File: src/rtl/fifo_rd_ctrl.sv
// Read-side controller of the async FIFO: write-pointer synchroniser, read pointer,
// empty/level flags and a one-word prefetch register with valid/ready handshake.
module fifo_rd_ctrl #(
    parameter int unsigned PTR_WIDTH  = 4,
    parameter int unsigned DATA_WIDTH = 8,
    parameter int unsigned AE_THRESH  = 1
) (
    input  logic                   r_clk,
    input  logic                   r_rst,
    input  logic [PTR_WIDTH-1:0]   w_gray_ptr,
    input  logic [DATA_WIDTH-1:0]  mem_rdata,
    output logic [PTR_WIDTH-2:0]   r_addr,
    output logic [PTR_WIDTH-1:0]   gray_r_ptr,
    output logic                   r_empty,
    output logic [PTR_WIDTH-1:0]   r_level,
    output logic                   r_almost_empty,
    output logic [DATA_WIDTH-1:0]  r_data,
    output logic                   r_valid,
    input  logic                   r_ready
);

    logic [PTR_WIDTH-1:0] r_ptr;
    logic [PTR_WIDTH-1:0] rq1;
    logic [PTR_WIDTH-1:0] rq2;
    logic [PTR_WIDTH-1:0] wq_bin;
    logic [PTR_WIDTH-1:0] ptr_next;
    logic [PTR_WIDTH-1:0] gray_next;
    logic                 load;

    // Bit i of the binary value is the XOR of all Gray bits at or above i.
    always_comb begin
        wq_bin = '0;
        for (int i = 0; i < PTR_WIDTH; i++) begin
            wq_bin[i] = ^(rq2 >> i);
        end
    end

    assign ptr_next       = r_ptr + PTR_WIDTH'(1);
    assign gray_next      = ptr_next ^ (ptr_next >> 1);
    assign r_addr         = r_ptr[PTR_WIDTH-2:0];
    assign r_empty        = (gray_r_ptr == rq2);
    assign r_level        = wq_bin - r_ptr;
    assign r_almost_empty = (r_level <= PTR_WIDTH'(AE_THRESH));
    assign load           = !r_empty && (!r_valid || r_ready);

    always_ff @(posedge r_clk) begin
        if (r_rst) begin
            rq1        <= '0;
            rq2        <= '0;
            r_ptr      <= '0;
            gray_r_ptr <= '0;
            r_data     <= '0;
            r_valid    <= 1'b0;
        end else begin
            rq1 <= w_gray_ptr;
            rq2 <= rq1;
            if (load) begin
                r_data     <= mem_rdata;
                r_valid    <= 1'b1;
                r_ptr      <= ptr_next;
                gray_r_ptr <= gray_next;
            end else if (r_valid && r_ready) begin
                r_valid <= 1'b0;
            end
        end
    end

endmodule
File: config.mk
export PLATFORM = sky130hd
export DESIGN_NAME = fifo_rd_ctrl
export DESIGN_NICKNAME = d
export VERILOG_FILES = /design/src/rtl/fifo_rd_ctrl.sv
export SDC_FILE = /design/constraint.sdc
export NUM_CORES = 1
export LEC_CHECK = 0
export ABC_CLOCK_PERIOD_IN_PS = 4500
export CAP_MARGIN = 20
export CORE_MARGIN = 2
export CORE_UTILIZATION = 47
export DETAILED_ROUTE_END_ITERATION = 7
export PLACE_DENSITY_LB_ADDON = 0.1
export SLEW_MARGIN = 20
export SYNTH_ARGS = -nofsm -noshare
export SYNTH_HDL_FRONTEND = slang
export SYNTH_SLANG_ARGS = --single-unit
File: constraint.sdc
create_clock -name r_clk -period 4.5 [get_ports r_clk]
set_clock_uncertainty 0.15 [all_clocks]
set_input_delay 1.35 -clock r_clk [delete_from_list [all_inputs] [get_ports r_clk]]
set_output_delay 1.35 -clock r_clk [all_outputs]
set_load 0.01 [all_outputs]
==> reports/results.txt <==
Layout area overhead - 42.8%
clock sinks - 24
gate count of the mapped netlist - 104
post-synthesis register bit count - 24
crit path DAT - 2760 ps
Synth cell types - 23
Worst R2R Setup Slack - 2330 ps
CTS Buf Count - 3
final hold slack - 306 ps
Non-Filler Instances - 170
DRT antenna net count - 0
WHS Endpoint - rq2[2]$_SDFF_PP0_
hold path start - rq1[2]$_SDFF_PP0_
RR Endpoint - r_ptr[1]$_SDFFE_PP0P_
TritonCTS clock tree - yes
PortBufs - 36
Placed Cells incl. Taps - 166
Starting DRT DRC Count - 9
worst relative slew slack - 44.1%
WP data required - 3000 ps
root buffer selected by CTS - clkbuf_4
most frequent cells in the layout - clkdlybuf4s50_1, dfxtp_1, nor2_1
Clk Latency, worst-skew pair - 310 ps
Reg2Reg Launch Point - gray_r_ptr[3]$_SDFFE_PP0P_
clock-pin slew on the worst setup and hold paths - 120 ps
final hold vios - 0
core area - 2170 um2
PwrDens - 584 nW/um2
fin. max-slew vios - 0
number of global-route vias before repair - 809
crit path capture type - primary output
final net count - 163
Post-CTS Setup Repair Bufs - 0
die area - 2660 um2
post-route cell area - 1520 um2
gr usage total - 17.2%
ant diodes - 0
DR vias - 818
Worst-Margin Slew - 835 ps
Synth Area per Inst - 10.2 um2
pin count of the biggest net entering global routing - 25
Mapped Area - 1060 um2
height of the die - 51.6 um
RePlAce Congestion - 0.693
DRC - 0
die width - 51.6 um
post-DR vias/cell - 4.81
setup TNS - 0 ps
routed wire length - 1.94 mm
first-pass GRT wire length - 3.37 mm
period utilisation layout - 94.6%
antenna violations before repair - 0
Area after DPL - 1450 um2
worst hold path type - flop to flop
Max Clk Rate - 235 MHz
row count - 17
Fill cells - 178
min cycle time layout - 4260 ps
Pleak - 0.000645 uW
WHS Path Cells - 1
global route total overflow - 0
R2R cell count - 5
VDD IR max - 0.360 mV
drt pass-1 iters - 4
Crit Path Class - flop to primary output
I/O pins - 37
max cap viols - 0
Max clock buf depth - 2
Synth Warn # - 0
outcome - completed
Max Fanout on Critical Path - 3
Startpoint Class - flop
commonest non-fill, non-tap cell in the layout - clkdlybuf4s50_1
Syn Nets - 124
Initial Util - 49.1%
layout cells sized above 1 - 5.63%
htree depth - 1
RSZ-0062 raised after global routing - false
Setup-failing EPs final - 0
wire per inst - 11.4 um
Seq/Total Area, Yosys - 45.1%
detailed placement HPWL - 1.50 mm
-- report_power, final --
group | switching (uW) | total [uW] | internal, uW
Combinational | 190 | 444 | 254
Sequential | 37.3 | 291 | 254
Clock | 62.1 | 152 | 90.0
-- stage by stage --
step / worst slack, ps / total power, uW / utilization [%]
after floorplan: 966 / 553 / -
after global placement: 588 / 720 / 66.4
after detailed placement: 482 / 741 / 67.0
after CTS: 123 / 896 / 69.4
after global routing: 43.0 / 949 / 70.1
final: 242 / 888 / 70.1
-- timing repair --
item                                    CTS  global route
hold buffers                              0             0
endpoints found under the setup margin    0             1
gates resized for setup                   0             2
-- cell usage after synthesis (all sizes together) --
master / count / area [um2]
a21boi: 1 / 7.51
ha: 4 / 50.1
xnor2: 7 / 61.3
buf: 1 / 11.3
xor2: 7 / 61.3
o21ai: 3 / 15.0
dfxtp: 24 / 480
or3: 2 / 12.5
nor2: 13 / 48.8
clkbuf: 2 / 7.51
nand3: 2 / 10.0
nor4: 1 / 6.26
nand2b: 1 / 6.26
inv: 7 / 26.3
a21o: 1 / 7.51
fa: 1 / 20.0
nor2b: 9 / 56.3
o41ai: 1 / 27.5
and2: 1 / 6.26
a21oi: 3 / 15.0
mux2i: 12 / 120
a211oi: 1 / 7.51
-- worst max path at each step --
stage                                end              start  cells after the start
after floorplan           r_almost_empty  rq2[3]$_SDFF_PP0_                      7
after global placement    r_almost_empty  rq2[3]$_SDFF_PP0_                      8
after detailed placement  r_almost_empty  rq2[3]$_SDFF_PP0_                      8
after CTS                 r_almost_empty  rq2[3]$_SDFF_PP0_                      8
after global routing      r_almost_empty  rq2[2]$_SDFF_PP0_                      9
final                     r_almost_empty  rq2[3]$_SDFF_PP0_                      8
-- flip-flops by register name (all words and copies together), names as in the netlist --
register / count
rq1: 4
gray_r_ptr: 4
rq2: 4
r_data: 8
r_valid: 1
r_ptr: 3
-- worst max-delay path, cell delays in order (launching register included) --
cell	delay, ps
dfxtp_1	360
xor2_2	200
xnor2_2	240
xor2_1	110
ha_1	220
fa_1	390
xnor2_1	150
a211oi_1	220
clkdlybuf4s50_1	570
-- area by class of cell --
type,count,area (um2),area share (%)
inverter,7,26.3,1.73
timing repair buffer,37,372,24.4
tap,28,35.0,2.30
clock inverter,1,30.0,1.98
sequential,24,480,31.6
clock buffer,3,22.5,1.48
multi-input combinational,70,554,36.5
-- cell families (layout without fill, tap and decap cells) --
kind of cell	Yosys count	after routing	synth area share (%)
simple gates	29	29	13.7
xor+xnor	14	14	11.5
mux	12	12	11.3
buf+inv	10	48	4.23
compound gates	10	10	7.52
flops	24	24	45.1
fa+ha+maj	5	5	6.58
-- routing by layer --
layer	vias up	share of wire [%]	global-route usage, %
li1	416	-	-
met4	0	1.2	6.58
met2	20	51	31.2
met3	4	3.8	3.45
met1	378	44	19.6
met5	-	0	0
No activity file was read; power rests on OpenSTA's default activity.
